**config.mk**
```make
export PLATFORM = sky130hd
export DESIGN_NAME = pixel_stream_master_flat
export DESIGN_NICKNAME = d
export VERILOG_FILES = /design/src/rtl/pixel_stream_master_if.sv /design/src/rtl/pixel_stream_master.sv /design/src/flat_wrapper.sv
export SDC_FILE = /design/constraint.sdc
export NUM_CORES = 1
export LEC_CHECK = 0
export CAP_MARGIN = 20
export CORE_ASPECT_RATIO = 1.5
export CORE_UTILIZATION = 43
export DETAILED_ROUTE_END_ITERATION = 10
export PLACE_DENSITY = 0.77
export SYNTH_ARGS = -nofsm -noshare
export SYNTH_HDL_FRONTEND = slang
export SYNTH_SLANG_ARGS = --single-unit
```
**constraint.sdc**
```tcl
create_clock -name clk -period 2.34 [get_ports clk]
set_clock_uncertainty 0.2 [all_clocks]
set_input_delay 0.234 -clock clk [delete_from_list [all_inputs] [get_ports clk]]
set_output_delay 0.234 -clock clk [all_outputs]
set_load 0.02 [all_outputs]
```
**src/rtl/pixel_stream_master_if.sv**
```systemverilog
// rtl/pixel_stream_master_if.sv - pixel in/out streams and iomem bus bundle for pixel_stream_master
interface pixel_stream_master_if;
    logic [7:0]  s_pixel;
    logic        s_valid;
    logic        s_ready;
    logic [7:0]  m_pixel;
    logic        m_valid;
    logic        m_ready;
    logic        mem_valid;
    logic        mem_ready;
    logic [3:0]  mem_wstrb;
    logic [31:0] mem_addr;
    logic [31:0] mem_wdata;
    logic [31:0] mem_rdata;

    // Block side: consumes the input stream, produces the output stream, initiates bus accesses
    modport master (
        input  s_pixel, s_valid,
        output s_ready,
        output m_pixel, m_valid,
        input  m_ready,
        output mem_valid, mem_wstrb, mem_addr, mem_wdata,
        input  mem_ready, mem_rdata
    );

    // Environment side: pixel source, pixel sink and bus responder
    modport slave (
        output s_pixel, s_valid,
        input  s_ready,
        input  m_pixel, m_valid,
        output m_ready,
        input  mem_valid, mem_wstrb, mem_addr, mem_wdata,
        output mem_ready, mem_rdata
    );
endinterface

```
**src/rtl/pixel_stream_master.sv**
```systemverilog
// rtl/pixel_stream_master.sv - iomem bus master streaming pixels through the accelerator register window
// Optional feature macro: PSM_STATUS_POLL_EN (poll STAT bit0 before every pixel-in write)
module pixel_stream_master #(
    parameter logic [31:0] BASE_ADDR  = 32'h0300_0000,
    parameter int          POLL_LIMIT = 255
) (
    input  logic                          clk,
    input  logic                          resetn,
    input  logic                          start,
    input  logic [1:0]                    mode,
    input  logic [15:0]                   len,
    output logic                          busy,
    output logic                          done,
    output logic                          timeout_err,
    pixel_stream_master_if.master         ifc
);

    localparam logic [31:0] STAT_ADDR = BASE_ADDR + 32'h0000_0000;
    localparam logic [31:0] MODE_ADDR = BASE_ADDR + 32'h0000_0004;
    localparam logic [31:0] PIN_ADDR  = BASE_ADDR + 32'h0000_0010;
    localparam logic [31:0] POUT_ADDR = BASE_ADDR + 32'h0000_0014;
    // Index of the last status read allowed in one wait
    localparam logic [15:0] POLL_LAST = 16'(POLL_LIMIT - 1);

    typedef enum logic [3:0] {
        IDLE,
        CFG_MODE,
        GET_PIX,
        POLL_RDY,
        WR_PIX,
        POLL_VAL,
        RD_PIX,
        EMIT,
        FINISH
    } state_t;

    state_t      state;
    logic [1:0]  mode_q;
    logic [15:0] len_q;
    logic [15:0] cnt;
    logic [15:0] poll_cnt;
    logic [7:0]  pix_q;

    logic [31:0] req_addr;
    logic [3:0]  req_wstrb;
    logic [31:0] req_wdata;
    logic        bus_state;
    logic        ack;

    // Bus access descriptor for the current state; only consumed when a request is launched
    always_comb begin
        req_addr  = STAT_ADDR;
        req_wstrb = 4'h0;
        req_wdata = 32'h0;
        bus_state = 1'b0;
        case (state)
            CFG_MODE: begin
                req_addr  = MODE_ADDR;
                req_wstrb = 4'hF;
                req_wdata = {30'b0, mode_q};
                bus_state = 1'b1;
            end
            POLL_RDY: bus_state = 1'b1;
            WR_PIX: begin
                req_addr  = PIN_ADDR;
                req_wstrb = 4'hF;
                req_wdata = {24'b0, pix_q};
                bus_state = 1'b1;
            end
            POLL_VAL: bus_state = 1'b1;
            RD_PIX: begin
                req_addr  = POUT_ADDR;
                bus_state = 1'b1;
            end
            default: bus_state = 1'b0;
        endcase
        ack = ifc.mem_valid && ifc.mem_ready;
    end

    // Job FSM with registered outputs; bus request launched only while mem_valid is low,
    // so the cycle after every handshake always has mem_valid low
    always_ff @(posedge clk) begin
        if (!resetn) begin
            state         <= IDLE;
            mode_q        <= 2'b00;
            len_q         <= 16'h0;
            cnt           <= 16'h0;
            poll_cnt      <= 16'h0;
            pix_q         <= 8'h0;
            busy          <= 1'b0;
            done          <= 1'b0;
            timeout_err   <= 1'b0;
            ifc.s_ready   <= 1'b0;
            ifc.m_valid   <= 1'b0;
            ifc.m_pixel   <= 8'h0;
            ifc.mem_valid <= 1'b0;
            ifc.mem_wstrb <= 4'h0;
            ifc.mem_addr  <= 32'h0;
            ifc.mem_wdata <= 32'h0;
        end else begin
            done <= 1'b0;

            if (bus_state) begin
                if (!ifc.mem_valid) begin
                    ifc.mem_valid <= 1'b1;
                    ifc.mem_addr  <= req_addr;
                    ifc.mem_wstrb <= req_wstrb;
                    ifc.mem_wdata <= req_wdata;
                end else if (ifc.mem_ready) begin
                    ifc.mem_valid <= 1'b0;
                end
            end

            case (state)
                IDLE: begin
                    if (start) begin
                        mode_q      <= mode;
                        len_q       <= len;
                        cnt         <= 16'h0;
                        busy        <= 1'b1;
                        timeout_err <= 1'b0;
                        state       <= CFG_MODE;
                    end
                end

                CFG_MODE: begin
                    if (ack) begin
                        if (len_q == 16'h0) begin
                            state <= FINISH;
                            done  <= 1'b1;
                        end else begin
                            state       <= GET_PIX;
                            ifc.s_ready <= 1'b1;
                        end
                    end
                end

                GET_PIX: begin
                    if (ifc.s_valid && ifc.s_ready) begin
                        pix_q       <= ifc.s_pixel;
                        ifc.s_ready <= 1'b0;
                        poll_cnt    <= 16'h0;
`ifdef PSM_STATUS_POLL_EN
                        state       <= POLL_RDY;
`else
                        state       <= WR_PIX;
`endif
                    end
                end

`ifdef PSM_STATUS_POLL_EN
                POLL_RDY: begin
                    if (ack) begin
                        if (ifc.mem_rdata[0]) begin
                            state <= WR_PIX;
                        end else if (poll_cnt == POLL_LAST) begin
                            timeout_err <= 1'b1;
                            state       <= FINISH;
                            done        <= 1'b1;
                        end else begin
                            poll_cnt <= poll_cnt + 16'd1;
                        end
                    end
                end
`endif

                WR_PIX: begin
                    if (ack) begin
                        poll_cnt <= 16'h0;
                        state    <= POLL_VAL;
                    end
                end

                POLL_VAL: begin
                    if (ack) begin
                        if (ifc.mem_rdata[1]) begin
                            state <= RD_PIX;
                        end else if (poll_cnt == POLL_LAST) begin
                            timeout_err <= 1'b1;
                            state       <= FINISH;
                            done        <= 1'b1;
                        end else begin
                            poll_cnt <= poll_cnt + 16'd1;
                        end
                    end
                end

                RD_PIX: begin
                    if (ack) begin
                        ifc.m_pixel <= ifc.mem_rdata[7:0];
                        ifc.m_valid <= 1'b1;
                        state       <= EMIT;
                    end
                end

                EMIT: begin
                    if (ifc.m_ready) begin
                        ifc.m_valid <= 1'b0;
                        cnt         <= cnt + 16'd1;
                        // Compare before increment so len = 16'hFFFF never wraps
                        if (cnt == len_q - 16'd1) begin
                            state <= FINISH;
                            done  <= 1'b1;
                        end else begin
                            state       <= GET_PIX;
                            ifc.s_ready <= 1'b1;
                        end
                    end
                end

                FINISH: begin
                    busy  <= 1'b0;
                    state <= IDLE;
                end

                default: state <= IDLE;
            endcase
        end
    end

endmodule

```
**src/flat_wrapper.sv**
```systemverilog
// flat-port wrapper written by rule: the top's interface ports become plain ports
module pixel_stream_master_flat 
#(
    parameter logic [31:0] BASE_ADDR  = 32'h0300_0000,
    parameter int          POLL_LIMIT = 255
)
  (clk, resetn, start, mode, len, busy, done, timeout_err, ifc_s_pixel, ifc_s_valid, ifc_s_ready, ifc_m_pixel, ifc_m_valid, ifc_m_ready, ifc_mem_valid, ifc_mem_wstrb, ifc_mem_addr, ifc_mem_wdata, ifc_mem_ready, ifc_mem_rdata);
  pixel_stream_master_if ifc_i ();
  input  logic clk;
  input  logic resetn;
  input  logic start;
  input  logic [1:0] mode;
  input  logic [15:0] len;
  output logic busy;
  output logic done;
  output logic timeout_err;
  input wire logic [$bits(ifc_i.s_pixel)-1:0] ifc_s_pixel;
  input wire logic [$bits(ifc_i.s_valid)-1:0] ifc_s_valid;
  output wire logic [$bits(ifc_i.s_ready)-1:0] ifc_s_ready;
  output wire logic [$bits(ifc_i.m_pixel)-1:0] ifc_m_pixel;
  output wire logic [$bits(ifc_i.m_valid)-1:0] ifc_m_valid;
  input wire logic [$bits(ifc_i.m_ready)-1:0] ifc_m_ready;
  output wire logic [$bits(ifc_i.mem_valid)-1:0] ifc_mem_valid;
  output wire logic [$bits(ifc_i.mem_wstrb)-1:0] ifc_mem_wstrb;
  output wire logic [$bits(ifc_i.mem_addr)-1:0] ifc_mem_addr;
  output wire logic [$bits(ifc_i.mem_wdata)-1:0] ifc_mem_wdata;
  input wire logic [$bits(ifc_i.mem_ready)-1:0] ifc_mem_ready;
  input wire logic [$bits(ifc_i.mem_rdata)-1:0] ifc_mem_rdata;
  assign ifc_i.s_pixel = ifc_s_pixel;
  assign ifc_i.s_valid = ifc_s_valid;
  assign ifc_s_ready = ifc_i.s_ready;
  assign ifc_m_pixel = ifc_i.m_pixel;
  assign ifc_m_valid = ifc_i.m_valid;
  assign ifc_i.m_ready = ifc_m_ready;
  assign ifc_mem_valid = ifc_i.mem_valid;
  assign ifc_mem_wstrb = ifc_i.mem_wstrb;
  assign ifc_mem_addr = ifc_i.mem_addr;
  assign ifc_mem_wdata = ifc_i.mem_wdata;
  assign ifc_i.mem_ready = ifc_mem_ready;
  assign ifc_i.mem_rdata = ifc_mem_rdata;
  pixel_stream_master #(.BASE_ADDR(BASE_ADDR), .POLL_LIMIT(POLL_LIMIT)) u_core (.clk(clk), .resetn(resetn), .start(start), .mode(mode), .len(len), .busy(busy), .done(done), .timeout_err(timeout_err), .ifc(ifc_i));
endmodule
```
==> run_results.csv <==
group,metric,value,unit
outcome,outcome,"finished, violations left",
outcome,violations,"setup timing",
sta,worst_pin_slew,0.519,ns
critical_path,critPathMaxStageDelay,0.42,ns
clock_tree,clk_latency,0.34,ns
critical_path,crit_required,2.37,ns
clock_tree,cts_tree,"built",
sta,hold_violations,0,
sta,rsz0062_at_grt,"yes",
logic_synthesis,seq_area_frac_synth,37.2,%
worst_hold_path,hp-class,"input pin to register",
routing,antenna_left,0,
critical_path,crit_top_cell,"or4_1",
global_route,grt_pass1_wl,19000,um
logic_synthesis,synth-seq-cells,88,
routing,drt_drc_violations_left,0,
layout,final_nets,772,
placement,dpl.hpwl,9020,um
clock_tree,cts_buffers,9,
routing,wl,12500,um
sta,setup_violations,4,
routing,num_vias,4442,
layout,num-fill-cells,892,
placement,place_ws,-0.339,ns
floorplan,dieHeight,130,um
global_route,grt_start_max_net_pins,25,
floorplan,start_util,44.5,%
routing,drtIter0Drc,219,
global_route,antenna_found_initial,0,
routing,wl_per_cell,14.6,um
floorplan,dieWidth,87.7,um
sta,slew_violations,0,
logic_synthesis,synthDistinctLibCells,60,
clock_tree,path_clk_slew,0.06,ns
power_and_ir_drop,vdd_drop_max,0.522,mV
layout,area_delta_synth_final,35.1,%
critical_path,crit_family,"simple AND/OR/NAND/NOR gates",
critical_path,path_class,"register to register",
global_route,grt_remaining_overflow,0,
sta,finalCritPeriodShare,112,%
critical_path,worst-path-buf-inv,1,
clock_tree,ctsHoldBuffers,0,
floorplan,fp.dieArea,11400,sq um
power_and_ir_drop,total_power,6000,uW
critical_path,endpoint_kind,"register",
logic_synthesis,synth-edff-count,0,
clock_tree,cts_buffer_depth,2,
critical_path,worstSetupStartpointType,"register",
sta,timing.slew.headroom,65.3,%
layout,multi_input_area,2740,sq um
floorplan,coreArea,10600,sq um
critical_path,slowest_stage,"or4_1",
clock_tree,cts_sinks,88,
layout,drive_above_1_share,18.2,%
sta,fmax,0.383,GHz
layout,seq_area,1770,sq um
logic_synthesis,async_flop_share,0,%
clock_tree,root_buffer,"clkbuf_16",
logic_synthesis,synth_top_flop_cell,"dfxtp_1",
critical_path,arrival,2.64,ns
logic_synthesis,yosys_warnings,0,
floorplan,num_rows,46,
critical_path,cp_cell_sequence,"inv_1, ha_4, nor3b_4, nand4_1, xnor2_1, or4_1, or4_1, o211ai_1, a21oi_1",
critical_path,critPathMaxFanout,6,
sta,fin_crit,2.61,ns
layout,utilization,60.0,%
clock_tree,h-tree-depth,3,
routing,viasPerCell,5.21,
placement,port_buffers,69,
logic_synthesis,syn_area,4730,sq um
global_route,grt_pass1_vias,4230,
global_route,grt_usage,21.2,%
sta,setup_ws,-0.271,ns
routing,firstDrtPassIters,4,
power_and_ir_drop,p_leak,0.00263,uW
floorplan,io_pins,146,
power_and_ir_drop,power_density,938,nW/um^2
logic_synthesis,syn_inst,579,
run,cap_violations,0,
placement,gp_congestion,0.906,
logic_synthesis,syn_area_per_cell,8.17,sq um
layout,n_antenna_cell,0,
-- layout by cell type, fill, tap and decap left out, drive strengths merged, types with 4 or more instances in the layout --
cell type      Yosys  layout
a21oi             39      39
and3               6       6
buf               66      75
bufinv             0       4
clkbuf            15       9
clkdlybuf4s50      0      69
conb               1      52
dfxtp             88      88
ha                 4       4
inv               14      17
mux2i             17      17
nand2             66      66
nand2b             6       6
nand3             23      23
nand4             18      18
nor2              75      75
nor3              16      16
nor4               7       7
o21ai              9       9
or3                6       6
or4                5       5
xnor2             20      20
xor2              32      32
-- flip-flops by register name (all words and copies together), names as in the netlist --
register and flops:
u_core.ifc.s_ready 1, u_core.done 1, u_core.ifc.mem_wstrb 1, u_core.len_q 16, u_core.pix_q 8, u_core.ifc.mem_wdata 8
u_core.ifc.mem_addr 3, u_core.busy 1, u_core.ifc.mem_valid 1, u_core.ifc.m_valid 1, u_core.poll_cnt 16, u_core.timeout_err 1
u_core.cnt 16, u_core.ifc.m_pixel 8, u_core.mode_q 2, u_core.state 4
-- per-layer routing --
| metal | vias up | wire length, um | global-route usage (%) |
|---|---|---|---|
| met2 | 163 | 6780 | 39.5 |
| li1 | 2132 | - | - |
| met1 | 2106 | 4720 | 22.6 |
| met3 | 41 | 530 | 3.83 |
| met4 | 0 | 422 | 10.8 |
| met5 | - | 0 | 0 |
-- cell families (layout without fill, tap and decap cells) --
logic type	Yosys count	after routing	synth area share, %
XOR/XNOR	52	52	9.62
adder cells (fa/ha/maj)	4	4	1.06
AO/OA/AOI/OAI	79	79	10.6
flip-flops	88	88	37.2
multiplexers	17	17	3.59
other	1	52	0.0792
buffers and inverters	95	174	12.5
AND/OR/NAND/NOR	243	243	25.3
-- final timing paths --
kind                                               from                       to  slack [ns]  depth (start not counted)
worst max-delay path                    u_core.len_q[1]          u_core.state[1]       -0.27                          9
worst min-delay path                             len[8]          u_core.len_q[8]        0.23                          3
worst max register to register          u_core.len_q[1]          u_core.state[1]       -0.27                          9
worst min register to register  u_core.ifc.mem_wdata[6]  u_core.ifc.mem_wdata[6]        0.25                          2
-- tightest hold or removal path: stages --
cell,delay [ns]
clkdlybuf4s50_1,0.39
nand2_1,0.05
a21oi_1,0.05
-- cells in the mapped netlist, types with 13 or more instances --
| cell type | number | share of area (%) |
|---|---|---|
| a21oi_1 | 39 | 4.1 |
| buf_4 | 57 | 9.0 |
| clkbuf_1 | 14 | 1.1 |
| dfxtp_1 | 88 | 37 |
| inv_1 | 13 | 1.0 |
| mux2i_1 | 17 | 3.6 |
| nand2_1 | 66 | 5.2 |
| nand3_1 | 23 | 2.4 |
| nand4_1 | 17 | 2.2 |
| nor2_1 | 75 | 5.9 |
| nor3_1 | 14 | 1.5 |
| xnor2_1 | 20 | 3.7 |
| xor2_1 | 32 | 5.9 |
-- layout make-up --
| class | instances | area share, % |
|---|---|---|
| Multi-Input combinational cell | 447 | 42.9 |
| Clock buffer | 9 | 3.52 |
| Clock inverter | 7 | 2.29 |
| Sequential cell | 88 | 27.7 |
| Timing Repair Buffer | 144 | 19.9 |
| Inverter | 14 | 0.822 |
| Tap cell | 144 | 2.82 |
-- what timing repair did --
| action | CTS | global route |
|---|---|---|
| setup buffers | 3 | 2 |
| resized for setup | 8 | 28 |
| pin swaps | 1 | 6 |
| setup endpoints to repair | 9 | 10 |
-- power by group --
group,internal [uW],switching [uW]
Clock,1160,623
Sequential,1650,152
Combinational,1120,1290
Total,3930,2070
-- through the flow --
step	hold WS, ns	TNS (ns)	instances	cell area (sq um)
detailed placement	0.247	-3.87	832	5820
global placement	0.237	-2.95	832	5820
floorplan	0.162	-0.147	630	4950
finish	0.232	-0.688	853	6390
CTS	0.222	-0.695	851	6250
global route	0.250	-1.07	853	6390
No activity file was read; power rests on OpenSTA's default activity.
